[src/rtl/dfd_trace_capture.sv]
// DfD trace capture: stamps router trace words into a circular buffer, freezes it
// a fixed number of entries after a programmable match, then drains oldest-first.
module dfd_trace_capture #(
  parameter int unsigned DEPTH     = 64,
  parameter int unsigned TRACEw    = 32,
  parameter int unsigned TSw       = 16,
  parameter int unsigned POST_TRIG = 16,
  localparam int unsigned AW       = $clog2(DEPTH)
) (
  input  logic                  clk,
  input  logic                  reset,
  input  logic                  trigger,
  input  logic [TRACEw-1:0]     trace,
  input  logic                  arm,
  input  logic [TRACEw-1:0]     match_val,
  input  logic [TRACEw-1:0]     match_mask,
  output logic                  rd_valid,
  input  logic                  rd_ready,
  output logic [TSw+TRACEw-1:0] rd_data,
  output logic [1:0]            state,
  output logic                  wrapped,
  output logic [AW:0]           entries
);

  localparam int unsigned DW = TSw + TRACEw;

  localparam logic [1:0] ST_IDLE  = 2'd0;
  localparam logic [1:0] ST_ARMED = 2'd1;
  localparam logic [1:0] ST_POST  = 2'd2;
  localparam logic [1:0] ST_DONE  = 2'd3;

  localparam logic [AW:0]   ENT_FULL = (AW+1)'(DEPTH);
  localparam logic [AW-1:0] POST_LD  = AW'(POST_TRIG);
  localparam logic          HAS_POST = (POST_TRIG != 0);

  logic [1:0]    state_q, state_d;
  logic [AW-1:0] wr_ptr_q, wr_ptr_d;
  logic [AW-1:0] rd_ptr_q, rd_ptr_d;
  logic [AW-1:0] post_q, post_d;
  logic [AW:0]   entries_q, entries_d;
  logic          wrapped_q, wrapped_d;
  logic          rd_valid_q, rd_valid_d;
  logic [TSw-1:0] ts_q, ts_d;
  logic [DW-1:0] rd_data_q, rd_data_d;

  logic [DW-1:0] mem [DEPTH];

  logic          match_c;
  logic          wr_en_c;
  logic          xfer_c;
  logic [DW-1:0] wr_data_c;

  // Next-state, pointer, counter and read-port logic
  always_comb begin
    match_c   = trigger & ((trace & match_mask) == (match_val & match_mask));
    wr_en_c   = trigger & ~arm & ((state_q == ST_ARMED) | (state_q == ST_POST));
    xfer_c    = rd_valid_q & rd_ready & ~arm;
    wr_data_c = {ts_q, trace};

    state_d   = state_q;
    wr_ptr_d  = wr_ptr_q;
    rd_ptr_d  = rd_ptr_q;
    post_d    = post_q;
    entries_d = entries_q;
    wrapped_d = wrapped_q;
    ts_d      = ts_q;
    rd_data_d = rd_data_q;

    if (arm) begin
      state_d   = ST_ARMED;
      wr_ptr_d  = '0;
      entries_d = '0;
      wrapped_d = 1'b0;
      ts_d      = '0;
      post_d    = '0;
    end else begin
      case (state_q)
        ST_ARMED, ST_POST: begin
          ts_d = ts_q + TSw'(1);
          if (wr_en_c) begin
            wr_ptr_d = wr_ptr_q + AW'(1);
            if (entries_q == ENT_FULL) wrapped_d = 1'b1;
            else                       entries_d = entries_q + (AW+1)'(1);
            if (state_q == ST_ARMED) begin
              if (match_c) begin
                post_d  = POST_LD;
                state_d = HAS_POST ? ST_POST : ST_DONE;
              end
            end else begin
              post_d = post_q - AW'(1);
              if (post_q == AW'(1)) state_d = ST_DONE;
            end
          end
        end
        ST_DONE: begin
          if (xfer_c) begin
            rd_ptr_d  = rd_ptr_q + AW'(1);
            entries_d = entries_q - (AW+1)'(1);
            if (entries_q == (AW+1)'(1)) state_d = ST_IDLE;
          end
        end
        default: ;
      endcase
    end

    // Oldest entry sits at wr_ptr once history has been overwritten
    if (!arm && (state_q != ST_DONE) && (state_d == ST_DONE))
      rd_ptr_d = wrapped_d ? wr_ptr_d : '0;

    rd_valid_d = (state_d == ST_DONE) && (entries_d != '0);

    // Forward the final write when it lands on the first entry to be read
    if (state_d == ST_DONE)
      rd_data_d = (wr_en_c && (wr_ptr_q == rd_ptr_d)) ? wr_data_c : mem[rd_ptr_d];
  end

  // Control state registers
  always_ff @(posedge clk or posedge reset) begin
    if (reset) begin
      state_q    <= ST_IDLE;
      wr_ptr_q   <= '0;
      rd_ptr_q   <= '0;
      post_q     <= '0;
      entries_q  <= '0;
      wrapped_q  <= 1'b0;
      rd_valid_q <= 1'b0;
      ts_q       <= '0;
      rd_data_q  <= '0;
    end else begin
      state_q    <= state_d;
      wr_ptr_q   <= wr_ptr_d;
      rd_ptr_q   <= rd_ptr_d;
      post_q     <= post_d;
      entries_q  <= entries_d;
      wrapped_q  <= wrapped_d;
      rd_valid_q <= rd_valid_d;
      ts_q       <= ts_d;
      rd_data_q  <= rd_data_d;
    end
  end

  // Capture storage; contents need no reset
  always_ff @(posedge clk) begin
    if (wr_en_c) mem[wr_ptr_q] <= wr_data_c;
  end

  assign state    = state_q;
  assign entries  = entries_q;
  assign wrapped  = wrapped_q;
  assign rd_valid = rd_valid_q;
  assign rd_data  = rd_data_q;

endmodule

[config.mk]
export PLATFORM = sky130hd
export DESIGN_NAME = dfd_trace_capture
export DESIGN_NICKNAME = d
export VERILOG_FILES = /design/src/rtl/dfd_trace_capture.sv
export SDC_FILE = /design/constraint.sdc
export NUM_CORES = 2
export LEC_CHECK = 0
export CAP_MARGIN = 15
export CORE_UTILIZATION = 40
export CTS_CLUSTER_SIZE = 16
export DETAILED_ROUTE_END_ITERATION = 8
export GPL_ROUTABILITY_DRIVEN = 0
export HOLD_SLACK_MARGIN = 0.02
export RECOVER_POWER = 50
export SETUP_SLACK_MARGIN = 0.5
export SYNTH_ARGS = -nofsm -noshare
export SYNTH_HDL_FRONTEND = slang
export SYNTH_SLANG_ARGS = --single-unit
[constraint.sdc]
create_clock -name clk -period 5.45 [get_ports clk]
set_input_delay 1.09 -clock clk [delete_from_list [all_inputs] [get_ports clk]]
set_output_delay 1.09 -clock clk [all_outputs]
set_load 0.01 [all_outputs]
==> results.md <==
* CP Capture Point: rd_data[3]
* Post-route insts no fill at 13860
* Synth top area cells: edfxtp_1 (73%), and3_1 (2.7%), a211oi_1 (2.7%)
* Critical Path RT at 6.19 ns
* Ys Warns at 0
* Global-route wire length before repair at 584300 um
* Synthesized area at 126900 sq um
* Final Slew Violations at 3084
* Cells after Synth at 8557
* Worst r2r dst: rd_data[3]
* Critical path peak fanout at 20
* Worst setup EP type: flip-flop
* Reg clk slew, reported paths at 0.06 ns
* F_max at 190.8 MHz
* Root buffer cell: clkbuf_16
* Synth cell count leaders: edfxtp_1 (3072), nand2_1 (580), nand3_1 (568), and3_1 (546), a211oi_1 (448)
* Final min period at 5.242 ns
* CP dominant cell by count: buf_12
* Die H at 565.2 um
* Antenna-violating nets left at 0
* Clock sinks at 3165
* Async SR Flop Fraction at 2.938%
* Cells after DPL at 13230
* Worst min path class: reg -> reg
* GR peak layer: met2
* Failing checks: max-capacitance violations, max-slew violations
* Syn_nets at 8670
* Tcrit/Tclk final at 96.18%
* Area delta synth->final at 21.21%
* DRC errors left at 0
* Die area at 319400 sq um
* GRT met3 Usage at 3.801%
* Htree depth at 5
* Slew Limit Headroom at -149.0%
* Final hold violations at 0
* Total power divided by cell area at 321.0 nW/um^2
* Peak supply drop at 214.0 uV
* Worst-case reg-to-reg path depth at 17
* Pin count of the biggest net entering global routing at 99
* GRT met1 Usage at 35.10%
* Total wire length at 415500 um
* WHS Path Cells at 1
* Worst R2R Setup Slack at 0.39 ns
* CTS Buf Count at 320
* Sequential share of the synthesized area at 74.55%
* Synth top area share at 72.72%
* Status: finished with violations
* Clock buffer depth at 4
* Worst path arrival time at 5.98 ns
* Reg-to-reg startpoint: state[1]
* Iter 0 DRT Violations at 11900
* Vias in the first global route at 80750
* Synthesis-stage register bit count at 3165
* Core box area at 315200 sq um
* Max_cap viols at 51
* Setup TNS at 0 ns
* IO Port Bufs at 159
* Nets at 9542
* Post-synth top area cell: edfxtp_1
* DR WL/cell at 29.99 um
* Die Wd at 565.2 um
* Main synth FF type: edfxtp_1
* Drt via density at 6.113
* I/O Pins at 160
* Met2 usage at 39.98%
* Filler cells at 26340
* Gr usage total at 25.20%
* Most frequent cell after synthesis: edfxtp_1
* Leakage power total at 0.05224 uW
* Rows at 206
* Vias at 84700
* CP Launch Type: input port
* Placed wire-length estimate at 255800 um
* Slew @ Worst Pin at 3.735 ns
* Share of cells above drive strength 1 at 18.06%
* Avg Cell Area, Syn at 14.82 sq um
* Clk_skew at 0.06004 ns
* Total gr overflow at 0
* RSZ-0062 raised after global routing: yes
* Initial Util at 40.24%
* Largest stage delay, worst path at 0.93 ns
* Crit path cell chain: buf_2 -> clkbuf_1 -> xor2_1 -> a22oi_1 -> nand4_1 -> nor4_4 -> buf_4 -> buf_6 -> a2bb2oi_4 -> buf_12 -> or4_4 -> o31a_4 -> buf_12 -> buf_12 -> a211oi_1 -> nor4_2 -> o2111a_2 -> a22oi_1 -> o221ai_1
* Post-synth EDFFs at 3072
* Synth unique cells at 80
* Final setup viols at 0
* CP max stage cell: clkbuf_1
* Critical Path Start: trace[4]
* Critical path type: in -> reg
* Clock latency at the later pin of the worst-skew pair at 0.90 ns
* Drt pass-1 iters at 6
* Initial antenna violation count at 24
* Hold_buf cts at 0
* CTS tree: yes
worst min-delay path by stage:
| stage | startpoint | slack, ns | endpoint |
|---|---|---|---|
| global route | arm | 0.51 | post_q[2] |
| global placement | post_q[5] | 0.47 | post_q[5] |
| CTS | arm | 0.46 | post_q[2] |
| floorplan | post_q[5] | 0.44 | post_q[5] |
| detailed placement | post_q[5] | 0.49 | post_q[5] |
| finish | post_q[5] | 0.50 | post_q[5] |
cell usage in the layout (no fill, tap or decap), types with 122 or more instances in the layout:
cell type,synthesis,routed
and3_1,546,545
nand2_1,580,573
buf_12,0,238
a211oi_1,448,433
clkbuf_1,441,159
o21ai_0,353,352
clkdlybuf4s50_1,0,122
a21oi_1,367,365
nand3_1,568,568
edfxtp_1,3072,3072
nor2_1,217,152
mux2i_1,245,245
clkbuf_16,0,334
a31oi_1,144,135
buf_4,11,757
kinds of logic after synthesis:
logic type	count (synthesis)	share of synthesized area [%]
mux	251	1.991
xor+xnor	54	0.3728
buf+inv	726	2.378
compound gates	2172	11.99
flops	3165	74.55
simple gates	2177	8.597
fa+ha+maj	12	0.1184
cell type report:
class | count | area [sq um] | area share [%]
repair buffers | 1253 | 12820 | 8.336
repair inverters | 1 | 11.26 | 0.007324
clock buffers | 398 | 8424 | 5.479
multi-input cells | 4666 | 30770 | 20.01
diodes | 15 | 37.54 | 0.02441
well taps | 4160 | 5205 | 3.385
inverters | 22 | 120.1 | 0.07812
clock inverters | 175 | 1782 | 1.159
flip-flops and latches | 3165 | 94590 | 61.52
registers in the layout, summed over array words and instances (netlist names):
name / count
mem: 3072
rd_data: 48
ts_q: 16
entries: 7
post_q: 6
rd_ptr_q: 6
wr_ptr_q: 6
state: 2
rd_valid: 1
wrapped: 1
metrics by stage:
step	cell area, sq um	total power (uW)	hold slack [ns]	util [%]	setup WS (ns)
6_report	153800	49360	0.5049	48.78	0.2084
5_1_grt	153700	50440	0.5074	48.77	0.2306
4_1_cts	152600	49510	0.4619	48.40	0.4184
3_5_place_dp	142200	28000	0.4942	45.12	-0.9618
3_3_place_gp	142200	27970	0.4696	45.12	-0.8418
2_1_floorplan	126900	27320	0.4418	-	0.8480
worst max-delay path: cells and delay by family:
kind                   cells  cell delay [ns]
AND/OR/NAND/NOR            4             1.27
buffers and inverters      7             1.84
XOR/XNOR                   1             0.17
AO/OA/AOI/OAI              7             1.47
power breakdown:
part	internal [uW]	switching (uW)	total [uW]
sequential	26700	23.8	26700
combinational	195	634	829
clock	12500	9320	21800
repair_timing:
action | 4_1_cts | 5_1_grt
pin swaps | 5 | 30
gates resized for setup | 23 | 170
setup endpoints to repair | 48 | 48
cloned | 0 | 12
buffers inserted | 2 | 23
metal layers:
| layer | wire, um | vias to the layer above |
|---|---|---|
| met5 | 52 | - |
| met4 | 18430 | 8 |
| met3 | 40720 | 750 |
| met2 | 191600 | 4555 |
| met1 | 164700 | 43400 |
| li1 | - | 35990 |
No activity file was read; power rests on OpenSTA's default activity.
